[src/rtl/b_bop_arb.sv]
// b_bop_arb: two requesters share one ternary bitwise LUT datapath (b_bop).
// Each cycle at most one requester is granted. Its operands pass through b_bop
// and the result is registered, tagged with the winner's ID, into a
// single-entry response buffer that uses valid/ready backpressure.

// One lane: every bit looks up its 3-bit index {rd,rs2,rs1} in the 8-entry table.
module b_bop_lane #(
  parameter int VEC_W = 8
) (
  input  logic [VEC_W-1:0] i_rd,
  input  logic [VEC_W-1:0] i_rs1,
  input  logic [VEC_W-1:0] i_rs2,
  input  logic [7:0]       i_lut,
  output logic [VEC_W-1:0] o_res
);
  // Per-bit truth-table lookup.
  always_comb begin
    o_res = '0;
    for (int b = 0; b < VEC_W; b++) begin
      o_res[b] = i_lut[{i_rd[b], i_rs2[b], i_rs1[b]}];
    end
  end
endmodule

// Full-width ternary bitwise op. The 32-bit word is split into NUM_LANES lanes
// of VEC_W bits each, and every lane uses the same LUT.
module b_bop #(
  parameter int NUM_LANES = 4,
  parameter int VEC_W     = 8
) (
  input  logic [NUM_LANES-1:0][VEC_W-1:0] i_rd,
  input  logic [NUM_LANES-1:0][VEC_W-1:0] i_rs1,
  input  logic [NUM_LANES-1:0][VEC_W-1:0] i_rs2,
  input  logic [7:0]                      i_lut,
  output logic [NUM_LANES-1:0][VEC_W-1:0] o_res
);
  for (genvar l = 0; l < NUM_LANES; l++) begin : g_lane
    b_bop_lane #(.VEC_W(VEC_W)) u_lane (
      .i_rd  (i_rd[l]),
      .i_rs1 (i_rs1[l]),
      .i_rs2 (i_rs2[l]),
      .i_lut (i_lut),
      .o_res (o_res[l])
    );
  end
endmodule

module b_bop_arb #(
  parameter bit RR = 1'b1
) (
  input  logic        g_clk,
  input  logic        g_reset,
  input  logic        req0_valid,
  output logic        req0_ready,
  input  logic [31:0] req0_rd,
  input  logic [31:0] req0_rs1,
  input  logic [31:0] req0_rs2,
  input  logic [7:0]  req0_lut,
  input  logic        req1_valid,
  output logic        req1_ready,
  input  logic [31:0] req1_rd,
  input  logic [31:0] req1_rs1,
  input  logic [31:0] req1_rs2,
  input  logic [7:0]  req1_lut,
  output logic        rsp_valid,
  input  logic        rsp_ready,
  output logic        rsp_id,
  output logic [31:0] rsp_result,
  output logic        busy
);
  localparam int NUM_LANES = 4;
  localparam int VEC_W     = 8;

  typedef struct packed {
    logic [31:0] rd;
    logic [31:0] rs1;
    logic [31:0] rs2;
    logic [7:0]  lut;
  } bop_req_t;

  logic        r_valid;
  logic        r_id;
  logic [31:0] r_result;
  logic        r_ptr;

  logic        w_can_accept;
  logic        w_gnt0;
  logic        w_gnt1;
  logic        w_any;
  logic        w_gnt_id;
  bop_req_t    w_req0;
  bop_req_t    w_req1;
  bop_req_t    w_sel;
  logic [NUM_LANES-1:0][VEC_W-1:0] w_res;

  assign w_req0 = '{rd: req0_rd, rs1: req0_rs1, rs2: req0_rs2, lut: req0_lut};
  assign w_req1 = '{rd: req1_rd, rs1: req1_rs1, rs2: req1_rs2, lut: req1_lut};

  // The buffer can take a new result when it is empty or is draining this cycle.
  assign w_can_accept = !r_valid | rsp_ready;

  // Grant logic. A lone valid always wins. A tie goes to r_ptr in RR mode and
  // to requester 0 otherwise. No grant is issued during reset.
  always_comb begin
    w_gnt0 = 1'b0;
    w_gnt1 = 1'b0;
    if (!g_reset && w_can_accept) begin
      if (req0_valid && req1_valid) begin
        if (RR && r_ptr) w_gnt1 = 1'b1;
        else             w_gnt0 = 1'b1;
      end else if (req0_valid) begin
        w_gnt0 = 1'b1;
      end else if (req1_valid) begin
        w_gnt1 = 1'b1;
      end
    end
  end

  assign w_any      = w_gnt0 | w_gnt1;
  assign w_gnt_id   = w_gnt1;
  assign w_sel      = w_gnt_id ? w_req1 : w_req0;
  assign req0_ready = w_gnt0;
  assign req1_ready = w_gnt1;

  b_bop #(.NUM_LANES(NUM_LANES), .VEC_W(VEC_W)) u_bop (
    .i_rd  (w_sel.rd),
    .i_rs1 (w_sel.rs1),
    .i_rs2 (w_sel.rs2),
    .i_lut (w_sel.lut),
    .o_res (w_res)
  );

  // Response buffer and priority pointer. A grant refills the buffer, and it
  // may drain in the same cycle. The buffer holds while stalled. On each grant
  // the pointer moves to the other requester.
  always_ff @(posedge g_clk) begin
    if (g_reset) begin
      r_valid  <= 1'b0;
      r_id     <= 1'b0;
      r_result <= '0;
      r_ptr    <= 1'b0;
    end else begin
      if (w_any) begin
        r_valid  <= 1'b1;
        r_id     <= w_gnt_id;
        r_result <= w_res;
      end else if (rsp_ready) begin
        r_valid  <= 1'b0;
      end
      if (RR && w_any) r_ptr <= ~w_gnt_id;
    end
  end

  assign rsp_valid  = r_valid;
  assign rsp_id     = r_id;
  assign rsp_result = r_result;
  assign busy       = r_valid;
endmodule

[config.mk]
export PLATFORM = sky130hd
export DESIGN_NAME = b_bop_arb
export DESIGN_NICKNAME = d
export VERILOG_FILES = /design/src/rtl/b_bop_arb.sv
export SDC_FILE = /design/constraint.sdc
export NUM_CORES = 1
export LEC_CHECK = 0
export CAP_MARGIN = 10
export CORE_UTILIZATION = 31
export CTS_CLUSTER_SIZE = 16
export DETAILED_ROUTE_END_ITERATION = 10
export PLACE_DENSITY = 0.63
export SETUP_SLACK_MARGIN = 0.3
export SLEW_MARGIN = 30
export SYNTH_ARGS = -nofsm -noshare
export SYNTH_HDL_FRONTEND = slang
export SYNTH_SLANG_ARGS = --single-unit
export TNS_END_PERCENT = 50
[constraint.sdc]
create_clock -name g_clk -period 2.3 [get_ports g_clk]
set_input_delay 0.345 -clock g_clk [delete_from_list [all_inputs] [get_ports g_clk]]
set_output_delay 0.345 -clock g_clk [all_outputs]
set_load 0.005 [all_outputs]
==> out/results.txt, run 1 <==
The HPWL after detailed placement was 21710 µm; the post-route minimum period was 1.940 ns. The synthesized design spends more area on one cell type than any other, namely mux2i_1. The core region area came out at 21760 µm².

Along the worst path, the maximum fanout reaches 4. After Yosys synthesis, and, or, nand and nor cells account for 23.28% of the synthesized area. Pin placement for this block handled 250 I/O pins.

For this run, the detailed router's first-pass iteration total came to 5. After detailed routing, the average wire length per cell comes to 23.16 µm. The fraction of final layout cells with drive strength greater than 1 came out at 11.97%. The later pin in the worst-skew pair is clocked with a latency of 0.30 ns. The tools report the count of unresolved DRC violations after routing as 0. The detailed router finished its first iteration with 829 violations.

Once routing completed, OpenROAD measured the worst setup slack at 0.3595 ns. The tools report the cell area after placement as 9652 µm². Ranked by total cell area, the synthesized netlist is headed by mux2i_1, dfxtp_1, mux4_2, nand2b_1, o211ai_1. The tools report the final number of max-transition violations as 0. After detailed routing, the number of vias per cell comes to 6.171. For this block, the via count after detailed routing is 8763. Share of cell area taken by muxes after synthesis: 29.03%. The synthesized flop and latch total is 35.

The worst setup path is captured at a primary output. The number of enable flip-flop cells after synthesis came out at 0. Among all cell types in the netlist, the one instantiated most often is mux2i_1. Setup repair after global routing left no endpoint under its margin.

The XOR/XNOR share of the synthesized area is 0%, and the distinct cell type count of the synthesized netlist is 35. The leakage power total was 3.744 nW. The power density normalized to cell area is 334.2 nW/µm², and the cell area after synthesis is 6857 µm². The final hold violation count was 0; the worst endpoint required time was 1.96 ns. Clock-pin slew was measured on the worst setup and hold paths at 0.06 ns.

The number of global-route vias before repair is 8117. The critical path data arrival time came out at 1.60 ns. The transition time of the tightest slew-check pin is 0.8973 ns.

In the finished design, the share of the clock period the worst path needs comes to 84.37%. The design draws 3.396 mW. The worst setup path is launched from a register. The die is 150.7 µm wide. The number of clock sinks is 35. The commonest cells after synthesis are mux2i_1, nor2_1, nand2_1. Between clock sinks in the finished design, the worst skew comes to 0.004108 ns.

Prior to clock tree synthesis, the placed netlist has a worst setup slack of -0.2086 ns. Once layout is done, the placed cells without fillers occupy 10160 µm². The fraction of post-synthesis cell area in the top cell type by area was 18.69%; the placement row count was 54.

The count of input and output buffers is 249. Derived from the worst setup path, the maximum achievable clock frequency is 515.3 MHz. The worst-case IR drop observed on VDD is 0.2112 mV. The initial utilization of the core area, before any placement, comes to 31.52%. Of the total synthesized cell area, the portion taken by full adders, half adders and majority gates is 0%. The floorplan step defined a die boundary enclosing 22720 µm². For the H-tree depth, the log shows 2. After the last flow step, the layout net total stands at 1348. For this block, the routed nets add up to 32890 µm of wire.

Main combinational cell family by area after synthesis: compound AO/OA/AOI/OAI gates. Of all flip-flops after synthesis, the portion carrying an async set or reset was 0%. First-pass GRT wire length: 48510 µm.

The number of warning messages in the yosys log was 0; the growth of design area from synthesis to finish was 48.19%. The setup-violating endpoint count in the final report is 0. TritonCTS built the clock tree. Synthesis produced a netlist with a net count of 1150. The maximum number of pins on one net before global-route repair was 66.

In the global route stage, overall resource usage came out at 28.36%. Number of antenna violations at the first check in global routing: 5. The flow ran to the end, and the final reports show no timing, DRC or antenna violations. The synthesized netlist devotes 30.57% of its cell area to compound gates. After synthesis, the mean cell area works out to 7.318 µm².

Global routing finished with a remaining overflow of 0. Of the synthesized area, sequential elements account for 10.22%. The logs give 40.18% for the relative slew slack and 5 for the number of CTS-inserted buffers. The min-delay analysis places its worst path in the category primary input to register.

The tool flagged a number of max-cap violations equal to 0. The count of non-filler cells in the finished layout was 1420; the weighted congestion at the end of routability-driven global placement was 0.8538. For the deepest clock path buffer count, the log shows 2. The critical path is of the register to primary output type.

After detailed placement, the design holds a cell count of 1400. The root buffer cell chosen for the clock tree is clkbuf_16. Number of antenna-violating nets in the routed design: 0. The die height is 150.7 µm. Among all flip-flop cells after synthesis, the most frequent one is dfxtp_1.

Synthesis produced a netlist whose cell count is 937.
-- critical path, stage by stage, from the launching register on --
cell	delay, ns
dfxtp_1	0.33
nor2b_4	0.13
or4_4	0.52
inv_4	0.10
buf_12	0.10
clkbuf_2	0.10
-- layout by cell type (no fill, tap or decap), types with 17 or more instances in the layout --
master and n:
clkdlybuf4s50_1 230, mux2i_1 128, nor2_1 101, nand2_1 93
o21ai_0 86, nand2b_1 82, o211ai_1 62, dfxtp_1 35
buf_4 32, o32ai_1 31, mux4_2 31, o21bai_1 31
a311oi_1 22, nor4_1 19, o311ai_0 19, nand3_1 17
-- per-stage QoR --
| stage | setup TNS, ns | hold WS (ns) | utilization [%] |
|---|---|---|---|
| after CTS | 0 | 0.4947 | 45.74 |
| after detailed placement | -3.759 | 0.4855 | 44.36 |
| final | 0 | 0.3947 | 46.70 |
| after global routing | 0 | 0.4069 | 46.70 |
| after global placement | -2.757 | 0.4905 | 44.36 |
| after floorplan | 0 | 0.4141 | - |
-- cell type report --
class	instances	area, µm²
fillers	2106	11590
multi-input cells	790	5883
repair buffers	299	3043
flip-flops and latches	35	700.7
well taps	280	350.3
clock buffers	8	156.4
inverters	4	17.52
diodes	4	10.01
-- repair_timing --
item,CTS,global route
gates cloned,3,1
setup buffers,3,1
pin swaps,5,7
endpoints found under the setup margin,34,33
hold buffers,0,0
resized for setup,21,42
-- registers in the layout, indices dropped and copies added (netlist names) --
register / cells
rsp_result: 32
busy: 1
r_ptr: 1
rsp_id: 1
-- report_power, final --
| group | internal, mW | switching [mW] | leakage (nW) |
|---|---|---|---|
| clock network | 0.464 | 0.329 | 0.0772 |
| registers | 0.672 | 0.0448 | 0.293 |
| logic | 0.964 | 0.922 | 3.37 |
| total | 2.10 | 1.30 | 3.74 |
-- cells by family after synthesis --
family	after synthesis
AO/OA/AOI/OAI	295
flip-flops	35
multiplexers	160
AND/OR/NAND/NOR	334
buffers and inverters	113
-- routing by layer --
metal  part of all wire [%]  vias to the layer above  routed length (µm)  track usage [%]
li1                       -                     4007                   -                -
met1                     40                     4122               13090            37.36
met2                     46                      555               15150            45.80
met3                     11                       77                3625            4.515
met4                    3.1                        2                1006            11.60
met5                  0.040                        -                  13                0
-- final timing paths --
kind / endpoint / startpoint / slack (ns) / depth (start not counted)
max reg2reg: rsp_result[2] / busy / 0.40 / 7
max: req1_ready / busy / 0.36 / 5
min reg2reg: rsp_id / rsp_id / 0.50 / 2
min: r_ptr / g_reset / 0.39 / 3
No activity file was read; power rests on OpenSTA's default activity.
==> run 2, diff against run 1 <==
- clock period: 2.3 -> 1.95 ns (I/O delays scaled with it)
==> out/results.txt, run 2 (synthesized netlist as in run 1, its figures left out) <==
The flow ran to the end, and the final reports show no timing, DRC or antenna violations. For the HPWL after detailed placement, the log shows 21790 µm (was 21710 µm). The weighted congestion at the end of routability-driven global placement is 0.8747 (was 0.8538). The tools report the number of buffers inserted for hold repair after clock tree synthesis as 0 (unchanged). The average via count per standard cell was 6.230 (was 6.171). Launch point of the critical path: r_ptr (was busy).

The logs give 0 (unchanged) for the final number of max-transition violations and 59.0% (was 55.6%) for the combinational group share of total power. The most common library cell in the layout ignoring fill and taps was clkdlybuf4s50_1 (unchanged). The deepest clock path buffer count was 2 (unchanged). The number of iterations in the first detailed-routing pass came out at 5 (unchanged).

The number of vias after detailed routing is 9108 (was 8763). The overall die area was 22720 µm² (unchanged); the transition time of the tightest slew-check pin was 0.4980 ns (was 0.8973 ns). Timing would allow up to 556.9 MHz. The start-to-end type of the worst setup path was register to register (was register to primary output). The growth of design area from synthesis to finish came out at 64.73% (was 48.19%). The capture endpoint of the worst hold path was r_ptr (unchanged). The wire length per cell after detailed routing came out at 23.36 µm (was 23.16 µm). The logs give 66.80% (was 40.18%) for the relative slew slack and 1.679 mW (was 1.295 mW) for the power spent charging and discharging nets. The post-route minimum period was 1.796 ns.

The endpoint kind of the worst setup timing path is a register (was a primary output). Setup-violating endpoint count in the final report: 0 (unchanged). For the summed negative setup slack over all endpoints, the log shows 0 ns (unchanged).

The tools report the critical path data arrival time as 1.97 ns (was 1.60 ns). The cell area after placement was 10090 µm² (was 9652 µm²). For the global route total overflow, the log shows 0 (unchanged). The logs give 0.15 ns (was 0.40 ns) for the slack of the worst reg-to-reg path and 35 (unchanged) for the number of clock sinks. Setup repair after global routing could not meet its margin everywhere. The logs give 0.5116 ns (was 0.3947 ns) for the worst-case hold slack and 4.343 mW (was 3.396 mW) for the total design power. Count of unresolved DRC violations after routing: 0 (unchanged). The horizontal die dimension was 150.7 µm (unchanged); the leakage power total was 4.140 nW (was 3.744 nW). The tools report the launch instance of the worst register-to-register path as r_ptr (was busy). The capturing point of the worst reg2reg path was rsp_result[11] (was rsp_result[2]). Leading cell types in the layout, fill and taps excluded: clkdlybuf4s50_1, mux2i_1, nor2_1 (unchanged). Buffer cell driving the clock tree root: clkbuf_16 (unchanged). The tools report the part of the total power dissipated in the clock network as 21.6% (was 23.3%).

The run gives 0 (unchanged) as the number of max-capacitance violations reported. The final hold violation count came out at 0 (unchanged). Footprint of the multi-input gates: 6447 µm² (was 5883 µm²). The global router's overall resource usage was 28.80% (was 28.36%); the number of flip-flops in the largest register was 32 (unchanged).

Core region area: 21760 µm² (unchanged). The die height works out to 150.7 µm (unchanged). The run gives 0 (unchanged) as the number of antenna-violating nets in the routed design.

The core occupancy in the finished layout is 51.92% (was 46.70%). For the total placed cells including tap cells, the log shows 1434 (was 1400). The fraction of power spent switching nets was 38.67% (was 38.15%); the number of filler cells placed in the layout was 2017 (was 2106). The worst-skew pair later-pin latency is 0.30 ns (about the same), and the count of input and output buffers is 249 (unchanged). The tools report the aggregate routed wire length as 34160 µm (was 32890 µm).

For the relative contribution of sequential cells to total power, the log shows 19.4% (was 21.1%). TritonCTS built the clock tree. The logs give 705.7 µm² (was 700.7 µm²) for the sequential cell area and 2.663 mW (was 2.101 mW) for the internal power summed over all cells. Power density normalized to cell area: 384.5 nW/µm² (was 334.2 nW/µm²).

The clock input transition at the sequential cells of the worst setup and hold paths works out to 0.07 ns (was 0.06 ns). The setup skew after layout is 0.005292 ns (was 0.004108 ns), and the cell area after layout is 11290 µm² (was 10160 µm²). The tools report the placement row count as 54 (unchanged). The largest fanout on the critical path is 10 (was 4). The count of non-filler cells in the finished layout was 1462 (was 1420); the share of the clock period used by the worst path was 92.08%.

The startpoint of the worst hold path is r_ptr (was g_reset). The maximum VDD drop was 0.2930 mV (was 0.2112 mV). The number of global-route vias before repair is 8431 (was 8117), and the effective utilization at floorplan is 31.52% (unchanged). The kind of start point of the critical path was a register (unchanged). The logs give 721 (was 829) for the number of design-rule violations left by the first detailed-router iteration and 2.13 ns (was 1.96 ns) for the worst endpoint required time. The fraction of final layout cells with drive strength greater than 1 is 18.90% (was 11.97%).

The number of CTS-inserted buffers came out at 5 (unchanged). Path category of the worst min-delay check: register to register (was primary input to register). The first-pass GRT wire length is 49630 µm (was 48510 µm), and the H-tree depth is 2 (unchanged).

The logs give 250 (unchanged) for the top-level port count and 65 (was 66) for the maximum number of pins on one net before global-route repair. Worst-case reg-to-reg path depth: 7 (unchanged). The cell count of the worst hold path came out at 2 (was 3). The logs give 1392 (was 1348) for the net count of the finished layout and 3 (was 5) for the number of antenna violations at the first check in global routing. The run gives 0.1544 ns (was 0.3595 ns) as the final setup slack of the worst path. Minimum setup slack after placement: -0.4609 ns (was -0.2086 ns).
## run 2: cell types whose count changed in the layout (fill, tap and decap cells not counted), sizes merged
cell           before  now
dlygate4sd2         2    4
diode               4    2
clkdlybuf4s15       0    1
dlymetal6s2s        3    0
clkbuf             10   12
buf                62  103
clkdlybuf4s50     230  231
## run 2: final cells by class
| class | count | area share [%] |
|---|---|---|
| diodes | 2 | 0.04431 |
| clock buffers | 8 | 1.385 |
| flip-flops and latches | 35 | 6.248 |
| multi-input cells | 790 | 57.08 |
| repair buffers | 343 | 32.00 |
| well taps | 280 | 3.102 |
| inverters | 4 | 0.1329 |
## run 2: power by group through the flow
stage	registers [mW]	clock network (mW)	logic [mW]
final	0.844	0.937	2.56
after global routing	0.851	0.963	2.71
after CTS	0.844	0.942	2.33
after detailed placement	0.859	0	2.19
after global placement	0.861	0	2.16
after floorplan	0.849	0	1.01
## run 2: timing repair
item	in CTS	in global routing
pin swaps	9	30
gates cloned	5	4
endpoints found under the hold margin	0	0
endpoints found under the setup margin	35	35
resized for setup	62	70
buffers inserted	7	2
## run 2: layer usage
metal | global-route usage [%] | wire length, µm
met1 | 36.74 | 13690
met2 | 47.45 | 16190
met3 | 4.515 | 3089
met4 | 13.05 | 1182
met5 | 0 | 10
## run 2: worst max-delay path by stage
stage | cells past startpoint | slack, ns | end
2_1_floorplan | 7 | 0.17 | rsp_result[19]
3_3_place_gp | 6 | -0.37 | rsp_result[19]
3_5_place_dp | 6 | -0.46 | rsp_result[19]
4_1_cts | 7 | 0.13 | rsp_result[19]
5_1_grt | 7 | 0.12 | rsp_result[26]
6_report | 7 | 0.15 | rsp_result[11]
## run 2: critical path, stage by stage (launching register included)
cell      delay [ns]
dfxtp_2         0.36
nor2b_4         0.05
or4_4           0.51
buf_12          0.18
buf_12          0.14
buf_16          0.16
o32ai_4         0.13
a311oi_1        0.13
==> edit 1 (settings of run 2) <==
Set the parameter `RR` to 1'b0 (it was 1'b1).
--- a/src/rtl/b_bop_arb.sv
+++ b/src/rtl/b_bop_arb.sv
@@ -48,3 +48,3 @@
 module b_bop_arb #(
-  parameter bit RR = 1'b1
+  parameter bit RR = 1'b0
 ) (
Formal check against the unedited RTL: not equivalent (Yosys sat finds a counterexample within 4 cycles, from zero or initial values and one cycle with g_reset high).
==> edit 1 against run 2 <==
Sequential cell count down 1; clock power down 3.8%; worst setup slack better by 130 ps; synthesized area up 6.4%; total power down 5.9%; die area up 6.3%; routed wire length up 1.5%; design area down 0.59%; critical path type unchanged; critical endpoint is now rsp_result[21]; highest routed layer unchanged.
==> edit 1: results <==
[grt]
track_usage_pct = 27.68
grt_pass1_wl_mm = 51.65
antenna_found_initial = 3
grt_pass1_vias = 8883
grt_max_degree = 38

[clock_tree]
cts_buffer_depth = 2
cts_hold_buf = 0
cts-root-buf = "clkbuf_16"

[finish]
n_fill_cell = 2238
fin_nets = 1438
largest_register_ffs = 32
drive_gt1_share_pct = 22.10

[worst_setup_path]
slowest_delay_ps = 350
worst-path-max-fanout = 21
cp_slowest_cell = "dfxtp_4"

[worst_hold_path]
hold_path.class = "reg2reg"

[synthesis]
synth.distinct_cells = 41
synthTopCellsByCount = "139 x mux2i_1, 90 x nor2_1, 70 x clkbuf_1"
synthCells = 958
synth_nets = 1171
synth_area_leaders = "mux2i_1 19%, mux4_2 11%, dfxtp_1 9.3%"
yosysSeqAreaShare_pct = 9.331

[job]
cap_violations = 0

[power_and_ir_drop]
ir_worst_vdd_mv = 0.3164
p_leak_nw = 4.636
p_int_mw = 2.503

[sta]
maxSlewHeadroom_pct = 69.93
fin_skew_ps = 3.099

[route]
wl_mm = 34.68
first_pass_iters = 5
drt_iter0_drc = 711
vias = 9101
avgRoutedWirePerCell_microns = 22.50

[outcome]
status = "finished, final reports clean"

[placement]
gp_congestion = 0.8991
dp_hpwl_mm = 24.75
dp_cells = 1519
## edit 1: cell count changes after synthesis, sizes merged, moves of 24 or more
cell	before	now
o211ai	62	6
a21oi	3	54
o2111ai	1	51
nand2b	82	34
o21ai	86	42
nand2	93	51
inv	4	42
mux2	1	38
nor3	1	38
o21bai	31	0
o311ai	31	0
o32ai	31	0
a311oi	31	2
nor2b	2	26
## edit 1: what timing repair did
| item | in CTS | in global routing |
|---|---|---|
| pin swaps | 10 | 21 |
| buffers inserted | 6 | 2 |
| resized for setup | 35 | 59 |
| endpoints found under the setup margin | 34 | 32 |
| gates cloned | 2 | 2 |
## edit 1: layout make-up
type | instances | area share, %
Clock buffer | 6 | 1.237
Multi-Input combinational cell | 774 | 55.60
Timing Repair Buffer | 368 | 31.95
Tap cell | 313 | 3.488
Antenna cell | 2 | 0.04457
Sequential cell | 34 | 6.095
Clock inverter | 2 | 0.1114
Inverter | 42 | 1.471
## edit 1: critical path, delay by kind of cell (launching register included)
family          cells  cell delay, ps
simple gates        4             710
flops               1             350
buf+inv             2             340
compound gates      1             120
## edit 1: routing by layer
| layer | GRT usage, % | vias to the layer above | part of all wire, % |
|---|---|---|---|
| met5 | 0 | - | 0.035 |
| met4 | 9.664 | 2 | 3.1 |
| met3 | 4.735 | 81 | 8.9 |
| met2 | 44.10 | 542 | 45 |
| met1 | 37.47 | 4302 | 43 |
| li1 | - | 4174 | - |
## edit 1: final timing paths
path / startpoint / to / slack, ps / cells after the start
worst max register to register: busy / rsp_result[21] / 290 / 7
worst max-delay path: busy / rsp_result[21] / 290 / 7
worst min register to register: rsp_result[20] / rsp_result[20] / 500 / 2
worst min-delay path: rsp_result[20] / rsp_result[20] / 500 / 2
## edit 1: power by group through the flow
stage	Sequential [mW]	Combinational (mW)	Clock (mW)
floorplan	0.811	1.05	0
detailed placement	0.824	2.22	0
global route	0.814	2.53	0.923
finish	0.810	2.38	0.901
CTS	0.809	2.28	0.897
global placement	0.826	2.20	0
## edit 1: per-stage QoR
step | worst slack [ps] | TNS, ps | hold slack [ps] | area [sq um]
after floorplan | 404.6 | 0 | 452.5 | 7295
after global placement | -258.0 | -5193 | 480.4 | 10580
after detailed placement | -316.9 | -5667 | 484.6 | 10580
after CTS | 126.8 | 0 | 474.3 | 10940
after global routing | 221.4 | 0 | 493.5 | 11230
final | 286.3 | 0 | 499.6 | 11230
## edit 1: cells by family after synthesis
logic type / after synthesis / synth area share (%)
and+or+nand+nor: 356 / 26.48
buffers and inverters: 150 / 8.919
DFF: 34 / 9.331
AOI/OAI and AO/OA: 206 / 19.52
muxes: 212 / 35.75
==> edit 2 (settings of run 2) <==
Without the edit above. Make the reset (`g_reset`) asynchronous in one clocked block.
--- a/src/rtl/b_bop_arb.sv
+++ b/src/rtl/b_bop_arb.sv
@@ -135,3 +135,3 @@
   // the pointer moves to the other requester.
-  always_ff @(posedge g_clk) begin
+  always_ff @(posedge g_clk or posedge g_reset) begin
     if (g_reset) begin
Check against the original RTL: differs if g_reset is asserted again (counterexample within 4 cycles, from zero or initial values and one cycle with g_reset high); with g_reset held inactive, the same outputs for 4 cycles.
==> edit 2 against run 2 <==
Synthesized cell count down 61%; total power down 1.5%; synthesized area down 25%; sequential share of layout area up 3.8 points; design area down 23%; clock skew down 0.92 ps; count of clock-buffer cells in the layout down 1; routed wire length down 34%; sequential cell count unchanged; non-clock buffer count down 50; sequential power up 22%; worst setup slack better by 130 ps.
==> edit 2: results <==
[grt]
grt_pass1_vias = 5154
grt_max_degree = 38
track_usage_pct = 25.68
antenna_found_initial = 4
grt_util_met1_pct = 33.85
met3_usage_pct = 4.723
grt_pass1_wl_mm = 31.59
gr-usage-met2_pct = 43.57

[worst_setup_path]
worst-path-max-fanout = 2
r2r_slack_ps = 370
endpoint = "rsp_result[21]"
cp_data_arrival_time_ps = 1820
cp_slowest_cell = "clkdlybuf4s50_1"
worstReg2RegEnd = "rsp_result[13]"
crit_path_start = "req1_rs1[21]"
crit-reg2reg-launch = "r_ptr"

[synthesis]
synthCells = 364
synth_edf_count = 0
yosysSeqAreaShare_pct = 16.98
synthArstFlopShare_pct = 100.0
syn_area_sq_um = 5159
synth_nets = 577
synthMuxAreaShare_pct = 68.18
synth_compound_area_share_pct = 9.144
synthTopCellsByCount = "127 x mux4_2, 63 x mux2i_1, 54 x clkbuf_1"
synth.distinct_cells = 22
synth_area_leaders = "mux4_2 55%, dfrtp_1 17%, mux2i_1 12%"
dominantRegCellSynth = "dfrtp_1"

[placement]
dp_hpwl_mm = 15.02
dp_cells = 800
pre_cts_ws_ps = -322.3
gp_congestion = 0.8156

[clock_tree]
clk_latency_ps = 280

[finish]
drive_gt1_share_pct = 36.14
n_fill_cell = 1299
diodes = 3
fin_area_sq_um = 8752
fin_nets = 818
n_all_inverters = 3
bufAreaShareNonClock_pct = 36.67
multi_input_gates = 267
clk_share_pct = 1.730
regArea_sq_um = 875.8
multi_input_area_share_pct = 48.25

[power_and_ir_drop]
p_leak_nw = 3.433
ir_worst_vdd_mv = 0.2718

[route]
drt_iter0_drc = 263
vias = 5061
via_per_inst = 6.135
wl_mm = 22.41

[sta]
tightest_slew_ps = 516.8
holdWs_ps = 368.4
layout_setup_ws_ps = 286.5

[worst_hold_path]
hold_path.class = "in2async"

[outcome]
status = "finished, final reports clean"
## edit 2: cell count changes after synthesis, moves of 35 or more
cell,delta
nor2_1,-103
mux4_2,+96
nand2_1,-90
o21ai_0,-86
nand2b_1,-80
mux2i_1,-65
o211ai_1,-62
dfrtp_1,+35
dfxtp_1,-35
## edit 2: metal layers
metal  vias to the layer above  wire length [microns]  part of all wire, %
met5                         -                     13                0.058
li1                       2083                      -                    -
met1                      2643                   9112                   41
met3                        28                   1765                  7.9
met2                       305                  11180                   50
met4                         2                    343                  1.5
## edit 2: where the power goes
part / switching, mW / total, mW / internal, mW
Sequential: 0.126 / 1.03 / 0.907
Combinational: 0.875 / 2.40 / 1.52
Clock: 0.334 / 0.847 / 0.512
## edit 2: what timing repair did
item,in CTS,in global routing
hold buffers,0,0
pin swaps,4,5
cloned,8,2
endpoints found under the setup margin,34,34
buffers inserted,3,1
gates resized for setup,72,58
